===== src/rtl/loader_pkg.sv =====
// Shared types and constants for the UART boot loader.
package loader_pkg;

    typedef enum logic [2:0] {
        IDLE,
        CNT,
        DATA,
        CSUM,
        RUN,
        ERR
    } state_t;

    localparam logic [7:0] DEFAULT_SYNC_BYTE = 8'hA5;

endpackage


===== src/rtl/loader_timeout.sv =====
// Reloadable idle down-counter; flags expiry once it reaches zero while enabled.
module loader_timeout #(
    parameter int TIMEOUT_CYCLES = 1000000
) (
    input  logic clk,
    input  logic rst,
    input  logic enable,
    input  logic reload,
    output logic expired
);

    localparam int TW = (TIMEOUT_CYCLES > 2) ? $clog2(TIMEOUT_CYCLES) : 1;
    localparam logic [TW-1:0] LOAD = TW'(TIMEOUT_CYCLES - 1);

    logic [TW-1:0] cnt;

    always_ff @(posedge clk or negedge rst) begin
        if (!rst) begin
            cnt <= LOAD;
        end else if (reload) begin
            cnt <= LOAD;
        end else if (enable && (cnt != '0)) begin
            cnt <= cnt - 1'b1;
        end
    end

    assign expired = enable && (cnt == '0);

endmodule


===== src/rtl/imem_loader.sv =====
// UART boot loader: parses SYNC/N/data/CSUM frames, writes imem words and
// holds the core in reset until a checksum-verified image has been loaded.
module imem_loader
    import loader_pkg::*;
#(
    parameter int         ADDR_WIDTH     = 5,
    parameter logic [7:0] SYNC_BYTE      = DEFAULT_SYNC_BYTE,
    parameter int         TIMEOUT_CYCLES = 1000000
) (
    input  logic                  clk,
    input  logic                  rst,
    input  logic [7:0]            rx_data,
    input  logic                  rx_valid,
    output logic [31:0]           imem_addr,
    output logic [31:0]           imem_din,
    output logic                  imem_web,
    output logic                  core_rst,
    output logic                  load_busy,
    output logic                  load_done,
    output logic                  load_err,
    output logic [ADDR_WIDTH:0]   words_loaded
);

    localparam int DEPTH = 2 ** ADDR_WIDTH;
    localparam int WW    = ADDR_WIDTH + 1;

    state_t        state, state_nxt;
    logic [1:0]    byte_cnt;
    logic [WW-1:0] word_cnt;
    logic [WW-1:0] n_words;
    logic [23:0]   word_buf;
    logic [7:0]    csum;

    logic is_sync, n_bad, last_byte, last_word;
    logic to_en, to_reload, to_expired;

    assign is_sync   = rx_valid && (rx_data == SYNC_BYTE);
    assign n_bad     = (rx_data == 8'd0) || (32'(rx_data) > 32'(DEPTH));
    assign last_byte = (byte_cnt == 2'd3);
    assign last_word = (word_cnt == (n_words - 1'b1));

    // Idle timer only runs while a frame is open; any received byte restarts it.
    assign to_en     = (state == CNT) || (state == DATA) || (state == CSUM);
    assign to_reload = rx_valid || !to_en;

    loader_timeout #(
        .TIMEOUT_CYCLES (TIMEOUT_CYCLES)
    ) u_timeout (
        .clk     (clk),
        .rst     (rst),
        .enable  (to_en),
        .reload  (to_reload),
        .expired (to_expired)
    );

    always_ff @(posedge clk or negedge rst) begin
        if (!rst) begin
            state <= IDLE;
        end else begin
            state <= state_nxt;
        end
    end

    always_comb begin
        state_nxt = state;
        case (state)
            IDLE: if (is_sync) state_nxt = CNT;
            CNT: begin
                if (rx_valid)        state_nxt = n_bad ? ERR : DATA;
                else if (to_expired) state_nxt = ERR;
            end
            DATA: begin
                if (rx_valid) begin
                    if (last_byte && last_word) state_nxt = CSUM;
                end else if (to_expired) begin
                    state_nxt = ERR;
                end
            end
            CSUM: begin
                if (rx_valid)        state_nxt = (rx_data == csum) ? RUN : ERR;
                else if (to_expired) state_nxt = ERR;
            end
            RUN:     if (is_sync) state_nxt = CNT;
            ERR:     state_nxt = IDLE;
            default: state_nxt = IDLE;
        endcase
    end

    // Write strobe is registered, so a word completing on the cycle the FSM
    // leaves DATA still gets its single imem_web=0 cycle.
    always_ff @(posedge clk or negedge rst) begin
        if (!rst) begin
            imem_web     <= 1'b1;
            imem_addr    <= '0;
            imem_din     <= '0;
            core_rst     <= 1'b1;
            load_busy    <= 1'b0;
            load_done    <= 1'b0;
            load_err     <= 1'b0;
            words_loaded <= '0;
            byte_cnt     <= '0;
            word_cnt     <= '0;
            n_words      <= '0;
            word_buf     <= '0;
            csum         <= '0;
        end else begin
            imem_web  <= 1'b1;
            load_done <= 1'b0;
            core_rst  <= (state != RUN);
            case (state)
                IDLE, RUN: begin
                    if (is_sync) begin
                        load_err     <= 1'b0;
                        load_busy    <= 1'b1;
                        words_loaded <= '0;
                        byte_cnt     <= '0;
                        word_cnt     <= '0;
                        csum         <= '0;
                    end
                end
                CNT: begin
                    if (rx_valid && !n_bad) n_words <= WW'(rx_data);
                end
                DATA: begin
                    if (rx_valid) begin
                        csum     <= csum ^ rx_data;
                        byte_cnt <= byte_cnt + 1'b1;
                        word_buf <= {rx_data, word_buf[23:8]};
                        if (last_byte) begin
                            imem_web     <= 1'b0;
                            imem_din     <= {rx_data, word_buf};
                            imem_addr    <= {{(32-WW-2){1'b0}}, word_cnt, 2'b00};
                            words_loaded <= word_cnt + 1'b1;
                            word_cnt     <= word_cnt + 1'b1;
                        end
                    end
                end
                CSUM: begin
                    if (rx_valid && (rx_data == csum)) begin
                        load_done <= 1'b1;
                        load_busy <= 1'b0;
                    end
                end
                ERR: begin
                    load_err  <= 1'b1;
                    load_busy <= 1'b0;
                end
                default: ;
            endcase
        end
    end

endmodule


===== config.mk =====
export PLATFORM = sky130hd
export DESIGN_NAME = imem_loader
export DESIGN_NICKNAME = d
export VERILOG_FILES = /design/src/rtl/loader_pkg.sv /design/src/rtl/loader_timeout.sv /design/src/rtl/imem_loader.sv
export SDC_FILE = /design/constraint.sdc
export NUM_CORES = 1
export LEC_CHECK = 0
export ABC_CLOCK_PERIOD_IN_PS = 2580
export CAP_MARGIN = 20
export CORE_MARGIN = 2
export CORE_UTILIZATION = 45
export DETAILED_ROUTE_END_ITERATION = 6
export HOLD_SLACK_MARGIN = 0.05
export PLACE_DENSITY = 0.68
export SLEW_MARGIN = 15
export SYNTH_ARGS = -nofsm -noshare
export SYNTH_HDL_FRONTEND = slang
export SYNTH_SLANG_ARGS = --single-unit

===== constraint.sdc =====
create_clock -name clk -period 2.58 [get_ports clk]
set_clock_uncertainty 0.05 [all_clocks]
set_input_delay 0.387 -clock clk [delete_from_list [all_inputs] [get_ports clk]]
set_output_delay 0.387 -clock clk [all_outputs]
set_load 0.01 [all_outputs]

==> reports/qor.yml <==
status: "finished, final reports clean"
min_path_type: "reg2reg"
worstReg2RegStart: "u_timeout.cnt[0]$_DFFE_PN1P_"
grt_usage: 0.191
drv.max_cap_violation_count: 0
synth_area_leaders: "dfrtp_1 46%, nand2_1 14%, dfstp_2 6.8%"
startpoint: "u_timeout.cnt[0]$_DFFE_PN1P_"
synthArstFlopShare: 1.00
power_frac_comb: 0.145
drcViolationCount: 0
slew_headroom: 0.536
worstPathRequired_ps: 2810
dp_hpwl_um: 8110
synth_seq_cells: 112
wire_per_inst_um: 14.8
hold_ws_ps: 424
cp_max_fo: 17
min_path_cells: 2
clkLatencyLatePin_ps: 350
hp-start: "word_buf[6]$_DFFE_PN0P_"
grt_pass1_vias: 3944
dieArea_um2: 12800
finalSetupTns_ps: 0
drive_above_1_share: 0.105
crit_chain: "inv_1 > ha_1 > nor4b_4 > nand4_2 > or4_1 > o2bb2a_1 > mux2_1"
drt_iter0_drc: 344
h-tree-depth: 3
start_kind: "register"
finalHoldViolations: 0
grt_pass1_wl_um: 19800
gp_congestion: 0.886
synth_warnings: 0
wirelength_um: 11600
p_int_w: 0.00308
yosysTopAreaCellShare: 0.456
syn_to_final_growth_pct: 19.3
cts_tree: "built"
clkTransAtPathRegs_ps: 70
synth.avg_cell_area_um2: 9.29
seqPwrFrac: 0.501
via_count: 4107
endpoint_kind: "register"
cts_setup_buffers: 0
diodes: 0
cts_buffers: 9
fp-row-count: 39
synth_top_cell_by_area: "dfrtp_1"
syn-cell-area_um2: 5380
grt_setup_unrepaired: "no"
viasPerCell: 5.21
ys.flop_type: "dfrtp_1"
fmax_mhz: 435
ant_nets: 0
root_buffer: "clkbuf_16"
grt-ovfl-total: 0
antenna_found_initial: 0
arrival_ps: 2520
clkSinkCount: 112
p_leak_nw: 3.15
nets: 657
clkPwrFrac: 0.354
yosysUniqueCellTypes: 56
slowest_stage: "or4_1"
powerDensity_nw_per_um2: 660
nFillCells: 1003
worst_hold_path.endpoint: "imem_din[6]$_DFFE_PN0P_"
crit_type: "reg2reg"
worst_pin_slew_ps: 695
yosysMostFrequentCell: "nand2_1"
synthTopCellsByCount: "204 x nand2_1, 98 x dfrtp_1, 29 x buf_4"
core_um2: 11500
finalSetupViolations: 0
grt_max_degree: 48
rrSetupSlack_ps: 280
post-route-period-util: 0.890
p_sw_frac: 0.272
ir_drop_mv: 0.354
p_switching_w: 0.00115
die_x_um: 113
cp_slowest_stage_delay_ps: 530
synth-edff-count: 0
slew_viol_final: 0
min_period_ps: 2300
r2r_cells: 7
syn_inst: 579
clock_path_buffers: 2
seq_area_frac_synth: 0.524
port_buffers: 59
die_h_um: 113
drt_first_pass_iters: 4
start_util: 0.467
r2r-end: "state[2]$_DFFE_PN0P_"
ios: 86
## stage by stage
step | setup slack, ps | std cells | total power, W | utilization | instance area [µm²]
floorplan | 636 | 604 | 0.00254 | - | 5470
global placement | 158 | 772 | 0.00273 | 0.528 | 6080
detailed placement | 62.7 | 772 | 0.00275 | 0.528 | 6080
CTS | 270 | 789 | 0.00427 | 0.557 | 6410
global route | 118 | 789 | 0.00444 | 0.557 | 6410
finish | 283 | 789 | 0.00423 | 0.557 | 6410
## timing repair
| item | 4_1_cts | 5_1_grt |
|---|---|---|
| hold buffers | 1 | 0 |
| hold endpoints to repair | 35 | 0 |
| resized for setup | 0 | 0 |
## cell type report
type,instances,area [µm²],area share
multi-input cells,428,2300,0.359
repair buffers,78,746,0.116
inverters,12,45.0,0.00702
flip-flops and latches,112,2820,0.440
clock buffers,11,233,0.0363
well taps,143,179,0.0279
clock inverters,5,86.3,0.0135
## cell families (layout without fill, tap and decap cells)
| family | after synthesis | in the layout | share of synthesized area |
|---|---|---|---|
| AND/OR/NAND/NOR | 299 | 299 | 0.250 |
| flip-flops | 112 | 112 | 0.524 |
| buffers and inverters | 64 | 106 | 0.0672 |
| AO/OA/AOI/OAI | 62 | 62 | 0.0852 |
| XOR/XNOR | 31 | 31 | 0.0505 |
| adder cells (fa/ha/maj) | 5 | 5 | 0.0116 |
| multiplexers | 5 | 5 | 0.0105 |
| other | 1 | 26 | 0.000697 |
## how the worst max path moves through the flow
stage	to	slack (ps)
2_1_floorplan	u_timeout.cnt[8]$_DFFE_PN0P_	640
3_3_place_gp	n_words[4]$_DFFE_PN0P_	160
3_5_place_dp	n_words[3]$_DFFE_PN0P_	60
4_1_cts	state[2]$_DFFE_PN0P_	270
5_1_grt	state[2]$_DFFE_PN0P_	120
6_report	state[2]$_DFFE_PN0P_	280
## placed cells by master (no fill, tap or decap), types with 10 or more instances in the layout
master,n
buf_4,18
clkdlybuf4s50_1,58
conb_1,26
dfrtp_1,98
dfstp_2,14
inv_1,11
nand2_1,204
nand3_1,10
nor2_1,27
nor3_1,16
o21ai_0,21
xor2_1,23
## registers in the layout, summed over array words and instances, names as in the netlist
name and cells:
load_err 1, core_rst 1, load_done 1, imem_web 1
word_buf 24, csum 8, n_words 6, imem_addr 6
state 3, imem_din 32, u_timeout.cnt 20, load_busy 1
byte_cnt 2, word_cnt 6
## layer usage
layer / GRT usage / routed length (µm)
met5: 0 / 0
met4: 0.0626 / 218
met3: 0.0380 / 356
met2: 0.300 / 5610
met1: 0.268 / 5460
## worst max-delay path: cells and delay by family, from the launching register on
family / cells / cell delay [ps]
AO/OA/AOI/OAI: 1 / 250
buffers and inverters: 1 / 90
multiplexers: 1 / 120
AND/OR/NAND/NOR: 3 / 1190
adder cells (fa/ha/maj): 1 / 150
flip-flops: 1 / 380
## power by group through the flow
stage          Sequential, W  Combinational, W  Clock [W]
2_1_floorplan        0.00209          0.000460          0
3_3_place_gp         0.00214          0.000589          0
3_5_place_dp         0.00215          0.000605          0
4_1_cts              0.00212          0.000619    0.00153
5_1_grt              0.00215          0.000687    0.00161
6_report             0.00212          0.000613    0.00150
No activity file was read; power rests on OpenSTA's default activity.
